## src/rtl/serial_multrom_rom_arbiter_if.sv

```systemverilog
// serial_multrom_rom_arbiter_if: requester-side and ROM-side signals of the shared multiply-ROM arbiter
interface serial_multrom_rom_arbiter_if #(
  parameter int HALF_WIDTH = 2,
  parameter int NUM_REQ    = 4
);
  localparam int AW = 2 * HALF_WIDTH;
  logic [NUM_REQ-1:0]    req;
  logic [NUM_REQ*AW-1:0] req_addr;
  logic [NUM_REQ-1:0]    gnt;
  logic [AW-1:0]         rom_address;
  logic [AW-1:0]         rom_dout;
  logic [NUM_REQ-1:0]    rsp_valid;
  logic [AW-1:0]         rsp_data;
  logic                  busy;
  modport master (
    output req, req_addr, rom_dout,
    input  gnt, rom_address, rsp_valid, rsp_data, busy
  );
  modport slave (
    input  req, req_addr, rom_dout,
    output gnt, rom_address, rsp_valid, rsp_data, busy
  );
endinterface

```

## src/rtl/serial_multrom_rom_arbiter.sv

```systemverilog
// serial_multrom_rom_arbiter: round-robin sharing of one multiply ROM, 2-cycle pipelined lookups (SERIAL_MULTROM_ARB_FIXED_PRIO_EN selects fixed priority)
module serial_multrom_rom_arbiter #(
  parameter int HALF_WIDTH = 2,
  parameter int NUM_REQ    = 4,
  parameter int ID_W       = 2
) (
  input logic clk,
  input logic rst_n,
  serial_multrom_rom_arbiter_if.slave bus
);
  localparam int AW = 2 * HALF_WIDTH;
  logic [ID_W-1:0]    ptr;
  logic [ID_W-1:0]    gnt_id;
  logic [ID_W-1:0]    idx;
  logic [ID_W:0]      sum;
  logic               found;
  logic               s1_valid;
  logic [ID_W-1:0]    s1_id;
  logic [NUM_REQ-1:0] gnt_v;
`ifdef SERIAL_MULTROM_ARB_FIXED_PRIO_EN
  assign ptr = '0;
`else
  logic [ID_W-1:0] nxt_ptr;
  assign nxt_ptr = (gnt_id == ID_W'(NUM_REQ - 1)) ? '0 : gnt_id + ID_W'(1);
  // priority pointer moves just past the requester that was served
  always_ff @(posedge clk or negedge rst_n)
    if (!rst_n) ptr <= '0;
    else if (found) ptr <= nxt_ptr;
`endif
  // search from ptr with wraparound; first asserted request wins
  always_comb begin
    gnt_v  = '0;
    gnt_id = '0;
    found  = 1'b0;
    sum    = '0;
    idx    = '0;
    for (int k = 0; k < NUM_REQ; k++) begin
      sum = {1'b0, ptr} + (ID_W+1)'(k);
      idx = (sum >= (ID_W+1)'(NUM_REQ)) ? ID_W'(sum - (ID_W+1)'(NUM_REQ)) : ID_W'(sum);
      if (!found && bus.req[idx]) begin
        found       = 1'b1;
        gnt_v[idx]  = 1'b1;
        gnt_id      = idx;
      end
    end
  end
  assign bus.gnt  = gnt_v;
  assign bus.busy = s1_valid | (|bus.rsp_valid);
  // stage 1 registers the granted address, stage 2 registers the ROM result
  always_ff @(posedge clk or negedge rst_n)
    if (!rst_n) begin
      bus.rom_address <= '0;
      s1_valid        <= 1'b0;
      s1_id           <= '0;
      bus.rsp_valid   <= '0;
      bus.rsp_data    <= '0;
    end else begin
      if (found) begin
        bus.rom_address <= bus.req_addr[gnt_id*AW +: AW];
        s1_id           <= gnt_id;
      end
      s1_valid      <= found;
      bus.rsp_valid <= s1_valid ? NUM_REQ'(1) << s1_id : '0;
      if (s1_valid) bus.rsp_data <= bus.rom_dout;
    end
endmodule

```

## src/flat_wrapper.sv

```systemverilog
// flat-port wrapper written by rule: the top's interface ports become plain ports
module serial_multrom_rom_arbiter_flat 
#(
  parameter int HALF_WIDTH = 2,
  parameter int NUM_REQ    = 4,
  parameter int ID_W       = 2
)
  (clk, rst_n, bus_req, bus_req_addr, bus_rom_dout, bus_gnt, bus_rom_address, bus_rsp_valid, bus_rsp_data, bus_busy);
  serial_multrom_rom_arbiter_if #(.HALF_WIDTH(HALF_WIDTH), .NUM_REQ(NUM_REQ)) bus_i ();
  input logic clk;
  input logic rst_n;
  input wire logic [$bits(bus_i.req)-1:0] bus_req;
  input wire logic [$bits(bus_i.req_addr)-1:0] bus_req_addr;
  input wire logic [$bits(bus_i.rom_dout)-1:0] bus_rom_dout;
  output wire logic [$bits(bus_i.gnt)-1:0] bus_gnt;
  output wire logic [$bits(bus_i.rom_address)-1:0] bus_rom_address;
  output wire logic [$bits(bus_i.rsp_valid)-1:0] bus_rsp_valid;
  output wire logic [$bits(bus_i.rsp_data)-1:0] bus_rsp_data;
  output wire logic [$bits(bus_i.busy)-1:0] bus_busy;
  assign bus_i.req = bus_req;
  assign bus_i.req_addr = bus_req_addr;
  assign bus_i.rom_dout = bus_rom_dout;
  assign bus_gnt = bus_i.gnt;
  assign bus_rom_address = bus_i.rom_address;
  assign bus_rsp_valid = bus_i.rsp_valid;
  assign bus_rsp_data = bus_i.rsp_data;
  assign bus_busy = bus_i.busy;
  serial_multrom_rom_arbiter #(.HALF_WIDTH(HALF_WIDTH), .NUM_REQ(NUM_REQ), .ID_W(ID_W)) u_core (.clk(clk), .rst_n(rst_n), .bus(bus_i));
endmodule
```

## config.mk

```make
export PLATFORM = sky130hd
export DESIGN_NAME = serial_multrom_rom_arbiter_flat
export DESIGN_NICKNAME = d
export VERILOG_FILES = /design/src/rtl/serial_multrom_rom_arbiter_if.sv /design/src/rtl/serial_multrom_rom_arbiter.sv /design/src/flat_wrapper.sv
export SDC_FILE = /design/constraint.sdc
export NUM_CORES = 1
export LEC_CHECK = 0
export BUFFER_PORTS_ARGS = -buffer_cell sky130_fd_sc_hd__buf_2
export CORE_ASPECT_RATIO = 0.75
export CORE_UTILIZATION = 40
export DETAILED_ROUTE_END_ITERATION = 10
export PLACE_DENSITY = 0.65
export SLEW_MARGIN = 10
export SYNTH_ARGS = -nofsm -noshare
export SYNTH_HDL_FRONTEND = slang
export SYNTH_SLANG_ARGS = --single-unit
```

## constraint.sdc

```tcl
create_clock -name clk -period 2.7 [get_ports clk]
set_input_delay 0.27 -clock clk [delete_from_list [all_inputs] [get_ports clk]]
set_output_delay 0.27 -clock clk [all_outputs]
set_load 0.02 [all_outputs]
```

==> summary.json <==
{
  "placement": {
    "place_congestion": 0.835,
    "port_buffers": 42,
    "detailed_place_hpwl_um": 2200,
    "pre_cts_ws_ps": 73.5
  },
  "synth": {
    "synth_top_cell_area_share_pct": 34.9,
    "synthTopCellsByArea": "sky130_fd_sc_hd__dfrtp_1 35%, sky130_fd_sc_hd__mux2_2 8.3%, sky130_fd_sc_hd__ha_1 6.2%",
    "synth.top_cells.by_count": "17 x sky130_fd_sc_hd__dfrtp_1, 15 x sky130_fd_sc_hd__nor2_1, 10 x sky130_fd_sc_hd__nand2_1",
    "synth_enable_flop_cells": 0,
    "yosys_register_bits": 17,
    "syn-instance-count": 124,
    "post_synth_num_cell_types": 34,
    "net_count_synth": 156,
    "syn-mean-instance-area_um2": 9.83,
    "yosysWarnings": 0,
    "netlist.top_cell.by_area": "sky130_fd_sc_hd__dfrtp_1",
    "post-synth-top-count-cell": "sky130_fd_sc_hd__dfrtp_1",
    "postSynth.topFlopCell": "sky130_fd_sc_hd__dfrtp_1",
    "synth.cell_area_um2": 1220,
    "async_reset_ff_share_pct": 100,
    "yosysSeqAreaShare_pct": 34.9
  },
  "power": {
    "power_frac_seq_pct": 21.8,
    "power.combinational.fraction_pct": 69.0,
    "power.switching_uw": 906,
    "power_per_cell_area_nw_per_um2": 1260,
    "intPower_uw": 1120,
    "clock_power_share_pct": 9.2,
    "worst_ir_drop_vdd_mv": 0.484,
    "switching_share_pct": 44.7,
    "power.leakage_uw": 0.000755
  },
  "die": {
    "design.portCount": 43,
    "design.core.area_um2": 2740,
    "dieWidth_um": 65.7,
    "start_util_pct": 44.4,
    "die_area_um2": 3270,
    "die_extent_in_y_um": 49.8,
    "rows": 16
  },
  "global_routing": {
    "grt_first_pass_wirelength_um": 4730,
    "global_route.overflow_total": 0,
    "grt_start_max_net_pins": 18,
    "antenna_found_initial": 0,
    "grt_pass1_vias": 1059,
    "groute.usage.overall_pct": 18.8
  },
  "worst_setup_path": {
    "r2r_cells": 8,
    "worstPathMaxFanout": 6,
    "r2r_end": "u_core.ptr[1]$_DFFE_PN0P_",
    "timing.critical_path.to_type": "output port",
    "start_kind": "flip-flop",
    "worst-endpoint-arrival_ps": 2290,
    "path_class": "flip-flop to output port",
    "regToRegSetupSlack_ps": 160,
    "worst_r2r_startpoint": "u_core.ptr[1]$_DFFE_PN0P_",
    "timing.critical_path.required_ps": 2430
  },
  "cts": {
    "ctsHtreeMaxLevel": 1,
    "clockBufferDepth": 2,
    "cts_inserted_buffers": 3,
    "clk_latency_ps": 250,
    "cts_num_sinks": 17,
    "tritoncts": "done",
    "cts.root.buffer_cell": "sky130_fd_sc_hd__clkbuf_8",
    "cts.reportedPaths.clkPinSlew_ps": 70
  },
  "route": {
    "detail_route.vias_per_cell": 5.44,
    "ant_nets": 0,
    "first_iter_violations": 114,
    "drt_drc_violations_left": 0,
    "drt_first_pass_iters": 4,
    "detailroute.via_count": 1165,
    "wl_um": 2880,
    "wire_per_inst_um": 13.5
  },
  "sta": {
    "finalMaxSlewViolations": 0,
    "setup_viol": 0,
    "max_slew.worst_pin.slew_ps": 757,
    "slew_headroom_pct": 49.1,
    "hold-worst-slack_ps": 256,
    "rsz_0062_raised_after_global_routing": "no",
    "fin_skew_ps": 4.79,
    "hold_viol": 0,
    "setup_total_negative_slack_ps": 0,
    "achievable-frequency_mhz": 390,
    "share_of_the_cycle_needed_by_the_critical_path_after_routing_pct": 94.9,
    "worst_slack_ps": 138,
    "min_period_ps": 2560
  },
  "min_path": {
    "min_from": "bus_rom_dout[2]",
    "min-delay-path-class": "primary input to flip-flop",
    "worst_hold_path.endpoint": "u_core.bus.rsp_data[2]$_DFFE_PN0P_",
    "cells_on_worst_hold_path": 2
  },
  "layout": {
    "layout-area-overhead-vs-synth_pct": 32.1,
    "drive_above_1_share_pct": 44.9,
    "antenna_cell_count": 0,
    "nNetsFinal": 211
  },
  "outcome": {
    "outcome": "finished, final reports clean"
  },
  "run": {
    "cap_violations": 0
  }
}
==> cell families after synthesis <==
| logic type | count (synthesis) | share of synthesized area, % |
|---|---|---|
| AO/OA/AOI/OAI | 39 | 23.0 |
| AND/OR/NAND/NOR | 34 | 13.6 |
| flip-flops | 17 | 34.9 |
| buffers and inverters | 15 | 6.37 |
| multiplexers | 13 | 16.0 |
| adder cells (fa/ha/maj) | 6 | 6.16 |
==> layer usage <==
| layer | global-route usage (%) | wire [µm] |
|---|---|---|
| met1 | 25.9 | 1370 |
| met2 | 29.3 | 1300 |
| met3 | 5.56 | 200 |
| met4 | 3.26 | 11 |
| met5 | 0 | 0 |
==> layout by cell type (no fill, tap or decap), types with 2 or more instances in the layout <==
cell and count:
sky130_fd_sc_hd__buf_2 42, sky130_fd_sc_hd__nor2_1 15, sky130_fd_sc_hd__dfrtp_1 15, sky130_fd_sc_hd__buf_4 12, sky130_fd_sc_hd__nand2_1 10, sky130_fd_sc_hd__a22oi_1 9
sky130_fd_sc_hd__mux2_2 9, sky130_fd_sc_hd__inv_1 8, sky130_fd_sc_hd__o21ai_0 8, sky130_fd_sc_hd__ha_1 5, sky130_fd_sc_hd__o21a_1 4, sky130_fd_sc_hd__mux4_2 3
sky130_fd_sc_hd__nor3_1 3, sky130_fd_sc_hd__a21oi_1 3, sky130_fd_sc_hd__o221ai_1 3, sky130_fd_sc_hd__o311ai_1 3, sky130_fd_sc_hd__clkbuf_8 3, sky130_fd_sc_hd__dfrtp_2 2
==> flip-flops by register name, summed over array words and instances, names as in the netlist <==
| register | count |
|---|---|
| u_core.bus.rsp_data | 4 |
| u_core.bus.rsp_valid | 4 |
| u_core.s1_valid | 1 |
| u_core.s1_id | 2 |
| u_core.ptr | 2 |
| u_core.bus.rom_address | 4 |
==> critical path: stages, from the launching register on <==
cell	delay [ps]
sky130_fd_sc_hd__dfrtp_2	460
sky130_fd_sc_hd__inv_6	60
sky130_fd_sc_hd__ha_4	300
sky130_fd_sc_hd__mux4_2	380
sky130_fd_sc_hd__nor4b_2	330
sky130_fd_sc_hd__buf_4	170
sky130_fd_sc_hd__a22oi_1	60
sky130_fd_sc_hd__o21ai_0	90
sky130_fd_sc_hd__buf_2	200
==> power groups by stage <==
stage	combinational, µW	sequential (µW)	clock, µW
final	1400	441	187
after global routing	1530	459	203
after CTS	1350	446	195
after global placement	1250	457	0
after detailed placement	1270	467	0
after floorplan	931	513	0
==> repair_timing <==
action | in CTS | in global routing
pin swaps | 0 | 0
setup endpoints to repair | 4 | 4
buffers inserted | 4 | 3
hold buffers | 1 | 0
gates resized for setup | 2 | 0
endpoints found under the hold margin | 17 | 0
==> worst max-delay path by stage <==
stage | startpoint | end | slack, ps | cells after the start
after floorplan | u_core.ptr[0]$_DFFE_PN0P_ | u_core.ptr[1]$_DFFE_PN0P_ | 40 | 12
after global placement | u_core.ptr[1]$_DFFE_PN0P_ | u_core.ptr[1]$_DFFE_PN0P_ | 170 | 9
after detailed placement | u_core.ptr[1]$_DFFE_PN0P_ | u_core.ptr[1]$_DFFE_PN0P_ | 70 | 9
after CTS | u_core.ptr[1]$_DFFE_PN0P_ | bus_gnt[0] | 60 | 8
after global routing | u_core.ptr[0]$_DFFE_PN0P_ | bus_gnt[3] | 40 | 7
final | u_core.ptr[0]$_DFFE_PN0P_ | bus_gnt[0] | 140 | 8
==> stage by stage <==
stage                     instance area (µm²)  utilization, %  total power [µW]  std cells
final                                    1610            58.7              2030        214
after global routing                     1610            58.7              2190        214
after detailed placement                 1500            54.5              1740        202
after CTS                                1590            57.9              1990        211
after floorplan                          1240               -              1440        124
after global placement                   1500            54.5              1710        202
==> final cells by class <==
type / count / area (µm²)
clock buffers: 4 / 45.0
fillers: 244 / 1130
inverters: 10 / 47.5
multi-input cells: 92 / 734
flip-flops and latches: 17 / 428
well taps: 36 / 45.0
repair buffers: 55 / 310
(Power assumes the default switching activity.)
